`config.mk`:
```
export PLATFORM = sky130hd
export DESIGN_NAME = uart_frame_parser
export DESIGN_NICKNAME = d
export VERILOG_FILES = /design/src/rtl/uart_frame_parser.sv
export SDC_FILE = /design/constraint.sdc
export NUM_CORES = 1
export LEC_CHECK = 0
export BUFFER_PORTS_ARGS = -buffer_cell sky130_fd_sc_hd__buf_4
export CORE_UTILIZATION = 25
export DETAILED_ROUTE_END_ITERATION = 8
export GPL_TIMING_DRIVEN = 0
export REMOVE_ABC_BUFFERS = 1
export SYNTH_ARGS = -nofsm -noshare
export SYNTH_HDL_FRONTEND = slang
export SYNTH_SLANG_ARGS = --single-unit
```
`constraint.sdc`:
```
create_clock -name clk -period 4.25 [get_ports clk]
set_clock_uncertainty 0.05 [all_clocks]
set_input_delay 0.85 -clock clk [delete_from_list [all_inputs] [get_ports clk]]
set_output_delay 0.85 -clock clk [all_outputs]
set_load 0.02 [all_outputs]
```
`src/rtl/uart_frame_parser.sv`:
```
// rtl/uart_frame_parser.sv - sync-delimited, XOR-checksummed command frame decoder
module uart_frame_parser #(
  parameter int         MAX_LEN = 16,
  parameter int         TIMEOUT = 50000,
  parameter logic [7:0] SYNC    = 8'hA5,
  localparam int        AW      = (MAX_LEN > 1) ? $clog2(MAX_LEN) : 1,
  localparam int        CW      = $clog2(TIMEOUT + 1)
) (
  input  logic          clk,
  input  logic          reset,
  input  logic [7:0]    rx_data,
  input  logic          rx_rd,
  input  logic [AW-1:0] rd_addr,
  output logic [7:0]    rd_data,
  output logic          frame_ok,
  output logic [7:0]    frame_cmd,
  output logic [7:0]    frame_len,
  output logic [15:0]   disp_word,
  output logic [7:0]    err_cnt,
  output logic          busy
);
  typedef enum logic [2:0] {HUNT, CMD, LEN, PAYLOAD, CSUM} state_t;

  localparam logic [7:0]    MAX_LEN8  = 8'(MAX_LEN);
  localparam logic [CW-1:0] IDLE_LAST = CW'(TIMEOUT - 1);

  state_t        state_q, state_d;
  logic [CW-1:0] idle_q, idle_d;
  logic [7:0]    cmd_q, cmd_d, len_q, len_d, idx_q, idx_d, xor_q, xor_d;
  logic [7:0]    b0_q, b0_d, b1_q, b1_d;
  logic          frame_ok_q, frame_ok_d;
  logic [7:0]    frame_cmd_q, frame_cmd_d, frame_len_q, frame_len_d;
  logic [15:0]   disp_q, disp_d;
  logic [7:0]    err_q, err_d, rd_data_q, rd_data_d;
  logic [7:0]    mem_q [2**AW];
  logic          wr_en;
  logic [AW-1:0] wr_addr;
  logic          timeout, len_bad, last_pay, csum_hit, good, bad;

  always_comb begin
    timeout  = (state_q != HUNT) && !rx_rd && (idle_q == IDLE_LAST);
    len_bad  = rx_data > MAX_LEN8;
    last_pay = (idx_q + 8'd1) == len_q;
    csum_hit = rx_data == xor_q;
    good     = rx_rd && (state_q == CSUM) && csum_hit;
    bad      = timeout ||
               (rx_rd && (((state_q == LEN) && len_bad) || ((state_q == CSUM) && !csum_hit)));
  end

  always_ff @(posedge clk or posedge reset) begin
    if (reset) begin
      state_q     <= HUNT;
      idle_q      <= '0;
      cmd_q       <= '0;
      len_q       <= '0;
      idx_q       <= '0;
      xor_q       <= '0;
      b0_q        <= '0;
      b1_q        <= '0;
      frame_ok_q  <= 1'b0;
      frame_cmd_q <= '0;
      frame_len_q <= '0;
      disp_q      <= '0;
      err_q       <= '0;
      rd_data_q   <= '0;
    end else begin
      state_q     <= state_d;
      idle_q      <= idle_d;
      cmd_q       <= cmd_d;
      len_q       <= len_d;
      idx_q       <= idx_d;
      xor_q       <= xor_d;
      b0_q        <= b0_d;
      b1_q        <= b1_d;
      frame_ok_q  <= frame_ok_d;
      frame_cmd_q <= frame_cmd_d;
      frame_len_q <= frame_len_d;
      disp_q      <= disp_d;
      err_q       <= err_d;
      rd_data_q   <= rd_data_d;
    end
  end

  // Payload storage has no reset; contents are only meaningful after a good frame.
  always_ff @(posedge clk) begin
    if (wr_en) mem_q[wr_addr] <= rx_data;
  end

  always_comb begin
    state_d = state_q;
    if (timeout) begin
      state_d = HUNT;
    end else if (rx_rd) begin
      case (state_q)
        HUNT:    if (rx_data == SYNC) state_d = CMD;
        CMD:     state_d = LEN;
        LEN: begin
          if (len_bad)              state_d = HUNT;
          else if (rx_data == 8'd0) state_d = CSUM;
          else                      state_d = PAYLOAD;
        end
        PAYLOAD: if (last_pay) state_d = CSUM;
        CSUM:    state_d = HUNT;
        default: state_d = HUNT;
      endcase
    end
  end

  always_comb begin
    idle_d  = (state_q == HUNT || rx_rd || timeout) ? '0 : idle_q + CW'(1);
    cmd_d   = cmd_q;
    len_d   = len_q;
    idx_d   = idx_q;
    xor_d   = xor_q;
    b0_d    = b0_q;
    b1_d    = b1_q;
    wr_en   = 1'b0;
    wr_addr = idx_q[AW-1:0];
    if (rx_rd) begin
      case (state_q)
        CMD: begin
          cmd_d = rx_data;
          xor_d = rx_data;
        end
        LEN: begin
          len_d = rx_data;
          idx_d = '0;
          xor_d = xor_q ^ rx_data;
        end
        PAYLOAD: begin
          wr_en = 1'b1;
          idx_d = idx_q + 8'd1;
          xor_d = xor_q ^ rx_data;
          // First two payload bytes are mirrored for the display word.
          if (idx_q == 8'd0) b0_d = rx_data;
          if (idx_q == 8'd1) b1_d = rx_data;
        end
        default: ;
      endcase
    end
    frame_ok_d  = good;
    frame_cmd_d = good ? cmd_q : frame_cmd_q;
    frame_len_d = good ? len_q : frame_len_q;
    disp_d      = disp_q;
    if (good && len_q >= 8'd2)      disp_d = {b1_q, b0_q};
    else if (good && len_q == 8'd1) disp_d = {8'h00, b0_q};
    err_d     = (bad && err_q != 8'hFF) ? err_q + 8'd1 : err_q;
    rd_data_d = mem_q[rd_addr];
  end

  assign rd_data   = rd_data_q;
  assign frame_ok  = frame_ok_q;
  assign frame_cmd = frame_cmd_q;
  assign frame_len = frame_len_q;
  assign disp_word = disp_q;
  assign err_cnt   = err_q;
  assign busy      = state_q != HUNT;
endmodule

```
==> reports/results.ini, run 1 <==
[outcome]
status=completed

[detailed_routing]
drt_iter0_drc=281
finalWirelength_um=21900
post_drt_wl_per_cell_um=17.6
vias=5508
via_per_inst=4.42
dr.pass1.iters=4
remaining_drc_errors=0
drtAntennaViolNets=0

[floorplanning]
initial_core_util=0.253
die_x_um=203
dieArea_mm2=0.0411
coreArea_mm2=0.0397
ioPinCount=65
rows=73
die_h_um=203

[worst_setup_path]
cp.required_ns=4.66
crit_type=in -> reg
crit_chain=buf_4 -> xor2_1 -> nor4_2 -> nand3_2 -> a21oi_1 -> a22o_1
endpoint_kind=register
cp.arrival_ns=3.36
cp_max_fo=25
start_kind=input port
critical_path.slowest_cell=a21oi_1
slowest_delay_ns=0.93

[clock_tree]
postCtsHoldBufs=0
cts_resized=0
tritoncts=yes
cts.clk_slew.worst_paths_ns=0.06
clk_latency_ns=0.52
clk_path_buf_depth=3
cts_max_level=1
root_buffer=clkbuf_16
numCtsBuffers=25
cts_setup_buffers=0
cts_sinks=244

[final_layout]
nFillCells=3960
nets=723
area_growth_syn_to_layout_pct=17.9
fin_util=0.299
drive_gt1_frac=0.287
diodes=0
multi_input_area_mm2=0.00314
stdcell_count=1246
regArea_mm2=0.00675

[hold_path]
hold_path.class=in -> async

[timing]
maxSlewHeadroom=0.376
fin_setup_tns_ns=0
hold_ws_ns=0.296
fmax_ghz=0.339
fin_crit_sh=0.694
finalSetupViolCount=0
slew_violations=0
worst_slew_pin_slew_ns=0.936
rsz0062_at_grt=no
layout_min_cycle_time_ns=2.95
hold_violations=0

[run]
maxCapViolCount=0

[logic_synthesis]
yosys-top-cells-count=128 x edfxtp_1, 116 x dfrtp_1, 56 x nor2_1, 51 x mux2_2, 40 x mux4_2
synth_most_common_cell=edfxtp_1
synthCells=639
syn_area_mm2=0.0101
yosys-top-cells-area=edfxtp_1 38%, dfrtp_1 29%, mux4_2 8.9%
synthArstFlopShare=0.475
yosysUniqueCellTypes=53
ys_ff_latch=244
synth_flop_cell=edfxtp_1
synth-edff-count=128
avgSynthCellArea_um2=15.8
netlist.area_leader.share=0.382
synth-warning-count=0
seq_area_frac_synth=0.670
yosysTopAreaCell=edfxtp_1

[place]
gp_congestion=0.782
dp_hpwl_um=14000
dpl.cell_count=1200
io_buffers=64

[power_and_ir_drop]
powerDensity_mw_per_mm2=460
power_mw=5.46
irDropWorstVdd_mv=0.272
power.leakage_nw=4.54

[grt]
grt_usage=0.108
grt_pass1_wl_um=34000
antenna_found_initial=0
grt_overflow_total=0
grt_max_degree=71
grt_pass1_vias=5730

flip-flops by register name, indices dropped and copies added, names as in the netlist:
register and count:
mem_q 128, disp_word 16, idle_q 16, b0_q 8
b1_q 8, cmd_q 8, err_cnt 8, frame_cmd 8
frame_len 8, idx_q 8, len_q 8, rd_data 8
xor_q 8, state_q 3, frame_ok 1
worst max-delay path, delay by kind of cell:
kind / cells / cell delay [ns]
and+or+nand+nor: 2 / 0.87
xor gates and xnor gates: 1 / 0.14
buffers and inverters: 1 / 0.29
AOI/OAI and AO/OA: 2 / 1.16
worst paths after layout:
path / from / to / slack [ns] / depth (start not counted)
worst max-delay path: rx_data[3] / disp_word[15] / 1.30 / 6
worst max register to register: xor_q[6] / disp_word[15] / 1.49 / 5
worst min-delay path: reset / err_cnt[1] / 0.30 / 2
worst min register to register: cmd_q[4] / cmd_q[4] / 0.43 / 2
max in group asynchronous: reset / rd_data[7] / 3.12 / 3
min in group clk: cmd_q[4] / cmd_q[4] / 0.43 / 2
cells by family (layout without fill, tap and decap cells):
kind of cell             count (synthesis)  in the layout  synth area share
multiplexers                            94             94             0.151
buffers and inverters                   38            120            0.0180
flip-flops                             244            244             0.670
AO/OA/AOI/OAI                           60             60            0.0426
adder cells (fa/ha/maj)                  6              6           0.00745
XOR/XNOR                                38             38            0.0330
AND/OR/NAND/NOR                        159            159            0.0780
per-layer routing:
metal | track usage | vias to the layer above | part of all wire
met5 | 0 | - | 0
met4 | 0.0285 | 0 | 0.020
met3 | 0.0255 | 33 | 0.059
met2 | 0.176 | 131 | 0.47
met1 | 0.143 | 2814 | 0.45
li1 | - | 2530 | -
cell type report:
class,instances,area share
Inverter,9,0.00327
Sequential cell,244,0.568
Multi-Input combinational cell,357,0.265
Clock buffer,36,0.0587
Tap cell,525,0.0553
Clock inverter,10,0.00685
Timing Repair Buffer,65,0.0428
power breakdown:
group / switching [mW] / internal (mW) / leakage (nW)
registers: 0.165 / 2.67 / 2.71
clock network: 0.893 / 1.20 / 0.385
logic: 0.269 / 0.262 / 1.45
metrics by stage:
step	setup slack [ns]	instance area, µm²
2_1_floorplan	0.278	9920
3_3_place_gp	-1.36	11100
3_5_place_dp	0.688	11100
4_1_cts	1.24	11900
5_1_grt	1.03	11900
6_report	1.30	11900
layout by cell type, fill, tap and decap left out, types with 2 or more instances in the layout:
cell       instances
edfxtp_1         128
dfrtp_1          116
buf_4             64
nor2_1            56
mux2_2            51
mux4_2            40
nand2_1           33
xor2_1            28
clkbuf_16         25
nand3_1           17
o21ai_0           16
a21oi_1           14
xnor2_1           10
a22o_1             8
inv_1              8
a311oi_1           8
clkbuf_1           8
nor3_1             7
and3_1             7
nand4_1            7
clkinv_2           7
ha_1               6
nor4_1             5
mux2_4             3
and2_1             3
nand2b_1           3
clkbuf_8           3
nor4_2             2
nor2b_1            2
or3_1              2
nor4bb_1           2
and4_1             2
inv_6              2
a211oi_1           2
a31oi_1            2
and3b_1            2
o31ai_1            2
Power figures use the tool's default switching activity.
==> run 2: changes to the inputs <==
- clock period: 4.25 -> 2.5 ns (I/O delays scaled with it)
==> reports/results.ini, run 2 (synthesis results as in run 1) <==
[grt]
grt_max_degree=71  ; unchanged
grt_pass1_wl_um=34100  ; +0.12%
busiest_layer=met2
grt_util_met2=0.177  ; +0.000245
grt_usage=0.108  ; +0.000175
grt_overflow_total=0  ; unchanged
grt_pass1_vias=5728  ; -0.035%
antenna_found_initial=0  ; unchanged
grtUsageMet1=0.143  ; +0.000312
met3_usage=0.0255  ; unchanged

[place]
io_buffers=64  ; unchanged
dpl.cell_count=1200  ; unchanged
dp_hpwl_um=14000  ; unchanged
dpl-instance-area_mm2=0.0111  ; unchanged
gp_congestion=0.782  ; unchanged

[floorplanning]
die_h_um=203  ; unchanged
rows=73  ; unchanged
initial_core_util=0.253  ; unchanged
coreArea_mm2=0.0397  ; unchanged
ioPinCount=65  ; unchanged
dieArea_mm2=0.0411  ; unchanged
die_x_um=203  ; unchanged

[timing]
maxSlewHeadroom=0.487  ; +0.111
worst_slew_pin_slew_ns=0.769  ; -0.167 ns
finalSetupViolCount=0  ; unchanged
fmax_ghz=0.418
slew_violations=0  ; unchanged
fin_crit_sh=0.957
hold_violations=0  ; unchanged
layout_min_cycle_time_ns=2.39
hold_ws_ns=0.268  ; -0.0276 ns
rsz0062_at_grt=yes

[final_layout]
diodes=0  ; unchanged
fin_util=0.303  ; +0.00453
multi_input_area_mm2=0.00326  ; +3.8%
largest_reg_flops=128  ; unchanged
area_growth_syn_to_layout_pct=19.7
stdcell_count=1252  ; +0.48%
top_register=mem_q
nets=729  ; +0.83%
nFillCells=3944  ; -0.40%
fin_area_mm2=0.0121  ; +1.5%
final_common_cell=edfxtp_1
drive_gt1_frac=0.318  ; +0.0306
layout_common_cells=128 x edfxtp_1, 115 x dfrtp_1, 68 x buf_4, 51 x mux2_2, 40 x mux4_2
regArea_mm2=0.00675  ; about the same

[detailed_routing]
remaining_drc_errors=0  ; unchanged
drtAntennaViolNets=0  ; unchanged
vias=5541  ; +0.60%
dr.pass1.iters=4  ; unchanged
finalWirelength_um=22000  ; +0.47%
drt_iter0_drc=320  ; +14%
via_per_inst=4.43  ; +0.12%
post_drt_wl_per_cell_um=17.6  ; about the same

[clock_tree]
cts_sinks=244  ; unchanged
tritoncts=yes
cts.clk_slew.worst_paths_ns=0.06  ; about the same
root_buffer=clkbuf_16
clk_latency_ns=0.52  ; about the same
cts_max_level=1  ; unchanged
numCtsBuffers=25  ; unchanged
clk_path_buf_depth=3  ; unchanged

[power_and_ir_drop]
irDropWorstVdd_mv=0.462  ; +69%
powerDensity_mw_per_mm2=773  ; +68%
power.leakage_nw=4.57  ; +0.62%
switchingPower_mw=2.29  ; +72%
p_comb_frac=0.101  ; +0.004
p_clk_frac=0.382  ; -0.002
seqPwrFrac=0.517  ; -0.002
p_int_mw=7.02  ; +70%
switching_share=0.246  ; +0.00238
power_mw=9.31  ; +71%

[worst_setup_path]
crit_type=reg -> reg
endpoint_kind=register
cp_max_fo=11  ; -56%
start_kind=register
cp.arrival_ns=2.75  ; -0.61 ns
cp.required_ns=2.86  ; -1.80 ns

[outcome]
status=completed

[hold_path]
hold_path.class=in -> reg

[run]
maxCapViolCount=0  ; unchanged

## run 2: cell types whose count changed in the layout (fill, tap and decap cells not counted), moves of 4 or more
cell	previous run	this run
buf_4	64	68
nor2_4	0	13
nor2_1	56	39
nor2_2	1	5
## run 2: timing repair
action | CTS | global route
hold buffers | 1 | 0
gates resized for setup | 14 | 19
setup buffers | 0 | 5
hold endpoints to repair | 46 | 0
endpoints found under the setup margin | 144 | 145
pin swaps | 0 | 3
## run 2: per-stage QoR
step,setup TNS (ns),worst slack [ns]
floorplan,-130.20,-1.12
global route,-1.31,-0.0883
detailed placement,-45.43,-0.712
finish,0,0.107
CTS,-3.61,-0.121
global placement,-363.91,-2.76
## run 2: layout make-up
type	instances	share of cell area
Clock buffer	36	0.0578
Clock inverter	10	0.00675
Inverter	9	0.00322
Multi-Input combinational cell	357	0.271
Sequential cell	244	0.560
Tap cell	525	0.0545
Timing Repair Buffer	71	0.0471
## run 2: routing by layer
layer  part of all wire  wire (µm)
met4              0.021        454
met3              0.062       1370
met1               0.45       9810
met5                  0          0
met2               0.47      10400
## run 2: final timing paths
| kind | start | to | slack [ns] | depth (start not counted) |
|---|---|---|---|---|
| max | state_q[2] | err_cnt[1] | 0.11 | 6 |
| min | rx_rd | idle_q[2] | 0.27 | 4 |
| max reg2reg | state_q[2] | err_cnt[1] | 0.11 | 6 |
| min reg2reg | cmd_q[4] | cmd_q[4] | 0.43 | 2 |
| max in group asynchronous | reset | idx_q[0] | 1.15 | 4 |
| min in group asynchronous | reset | err_cnt[1] | 0.51 | 3 |
## run 2: power by group through the flow
stage / logic (mW) / registers, mW / clock network (mW)
floorplan: 0.571 / 4.84 / 0
global placement: 0.885 / 4.88 / 0
detailed placement: 0.915 / 4.89 / 0
CTS: 0.935 / 4.82 / 3.66
finish: 0.943 / 4.81 / 3.55
global route: 1.04 / 4.86 / 3.81
## run 2: worst max-delay path, stage by stage, from the launching register on
cell,delay (ns)
dfrtp_1,0.43
nor2b_1,0.20
nand2_1,0.29
nor2_2,0.57
a221oi_4,0.21
nor2b_2,0.22
mux2_4,0.31
==> run 3: changes to the inputs <==
- RECOVER_POWER: not set -> 100
==> reports/results.ini, run 3 (synthesis results as in run 1) <==
[outcome]
status=completed

[floorplanning]
dieArea_mm2=0.0411  ; unchanged
coreArea_mm2=0.0397  ; unchanged
die_h_um=203  ; unchanged
rows=73  ; unchanged
die_x_um=203  ; unchanged
ioPinCount=65  ; unchanged
initial_core_util=0.253  ; unchanged

[worst_setup_path]
endpoint_kind=register
cp.required_ns=2.80  ; -0.06 ns
start_kind=register
crit_type=reg -> reg
reg2reg_depth=7  ; +1
r2r_start=idx_q[0]
cp_max_fo=8  ; -3
rr_endpoint=state_q[1]
cp.arrival_ns=2.71  ; -0.04 ns
ff2ff_setup_slack_ns=0.09  ; about the same

[timing]
fmax_ghz=0.416  ; -0.51%
slew_violations=0  ; unchanged
layout_min_cycle_time_ns=2.41  ; +0.0124 ns
finalSetupViolCount=0  ; unchanged
worst_slew_pin_slew_ns=1.29  ; +0.518 ns
maxSlewHeadroom=0.141  ; -0.346
fin_crit_sh=0.962  ; +0.00495
hold_violations=0  ; unchanged
rsz0062_at_grt=yes

[final_layout]
largest_reg_flops=128  ; unchanged
top_register=mem_q
nFillCells=4012  ; +1.7%
stdcell_count=1252  ; unchanged
multi_input_area_mm2=0.00325  ; -0.46%
layout_common_cells=128 x edfxtp_1, 116 x dfrtp_1, 60 x clkbuf_1, 51 x mux2_2
area_growth_syn_to_layout_pct=17.1
drive_gt1_frac=0.241  ; -0.0770
final_common_cell=edfxtp_1
regArea_mm2=0.00675  ; about the same
diodes=0  ; unchanged
nets=729  ; unchanged
fin_area_mm2=0.0118  ; -2.1%

[clock_tree]
root_buffer=clkbuf_16
cts.clk_slew.worst_paths_ns=0.06  ; about the same
numCtsBuffers=25  ; unchanged
clk_path_buf_depth=3  ; unchanged
tritoncts=yes
clk_latency_ns=0.52  ; about the same
cts_sinks=244  ; unchanged
cts_max_level=1  ; unchanged

[power_and_ir_drop]
power_mw=9.27  ; -0.48%
power.leakage_nw=4.33  ; -5.1%
irDropWorstVdd_mv=0.462  ; +0.17%
powerDensity_mw_per_mm2=785  ; +1.7%

[grt]
grt_pass1_wl_um=34100  ; unchanged
grt_max_degree=71  ; unchanged
antenna_found_initial=0  ; unchanged
grt_overflow_total=0  ; unchanged
grt_pass1_vias=5728  ; unchanged
grt_usage=0.108  ; unchanged

[detailed_routing]
drtAntennaViolNets=0  ; unchanged
drt_iter0_drc=306  ; -4.4%
via_per_inst=4.43  ; about the same
post_drt_wl_per_cell_um=17.6  ; about the same
dr.pass1.iters=4  ; unchanged
remaining_drc_errors=0  ; unchanged
finalWirelength_um=22000  ; about the same
vias=5542  ; +0.018%

[hold_path]
hold_path.class=in -> reg
worstHoldPathCells=4  ; unchanged
min_to=idle_q[2]
min_from=rx_rd

[place]
dp_hpwl_um=14000  ; unchanged
dpl.cell_count=1200  ; unchanged
gp_congestion=0.782  ; unchanged
dpl-instance-area_mm2=0.0111  ; unchanged
io_buffers=64  ; unchanged

[run]
maxCapViolCount=0  ; unchanged

## run 3: cell types whose count changed in the layout (fill, tap and decap cells not counted), moves of 2 or more
| cell | delta |
|---|---|
| buf_4 | -56 |
| clkbuf_1 | +52 |
| clkbuf_2 | +5 |
| mux2_1 | +2 |
| mux2_4 | -2 |
## run 3: timing repair
item                       CTS  global route
hold buffers                 1             0
hold endpoints to repair    46             0
pin swaps                    0             3
gates resized for setup     14            19
setup endpoints to repair  144           145
setup buffers                0             5
## run 3: layout make-up
class	instances	area share
clock buffer	36	0.0591
clock inverter	10	0.00689
tap	525	0.0557
timing repair buffer	71	0.0281
multi-input combinational	357	0.275
sequential	244	0.572
inverter	9	0.00318
## run 3: per-layer routing
layer	global-route usage	vias to the layer above	share of wire	routed length [µm]
li1	-	2545	-	-
met1	0.143	2828	0.45	9900
met2	0.177	139	0.47	10400
met3	0.0255	30	0.061	1330
met4	0.0285	0	0.019	416
met5	0	-	0	0
## run 3: worst max-delay path, stage by stage (launching register included)
cell and delay [ns]:
dfrtp_1 0.50, ha_1 0.31, nand3_1 0.15, or2_2 0.36, xnor2_1 0.14, a2111o_1 0.35
o21ai_0 0.27, o211ai_1 0.12
## run 3: per-stage QoR
step | hold slack (ns) | setup slack, ns | utilization | setup TNS, ns
global placement | 0.407 | -2.76 | 0.278 | -363.91
global route | 0.293 | -0.0883 | 0.297 | -1.65
CTS | 0.246 | -0.121 | 0.300 | -3.61
detailed placement | 0.421 | -0.712 | 0.279 | -45.43
floorplan | 0.396 | -1.12 | - | -130.20
finish | 0.268 | 0.0945 | 0.297 | 0
## run 3: worst max path at each step
stage / start / end / slack (ns) / cells after the start
3_5_place_dp: rx_data[0] / disp_word[14] / -0.71 / 6
3_3_place_gp: reset / disp_word[7] / -2.76 / 2
6_report: idx_q[0] / state_q[1] / 0.09 / 7
4_1_cts: state_q[2] / mem_q[11][2] / -0.12 / 5
2_1_floorplan: reset / b0_q[0] / -1.12 / 1
5_1_grt: state_q[2] / err_cnt[1] / -0.09 / 6
## run 3: power breakdown
part,internal [mW],total [mW],switching [mW],leakage [nW]
clock network,2.04,3.55,1.51,0.385
logic,0.414,0.903,0.489,1.24
registers,4.53,4.81,0.279,2.71
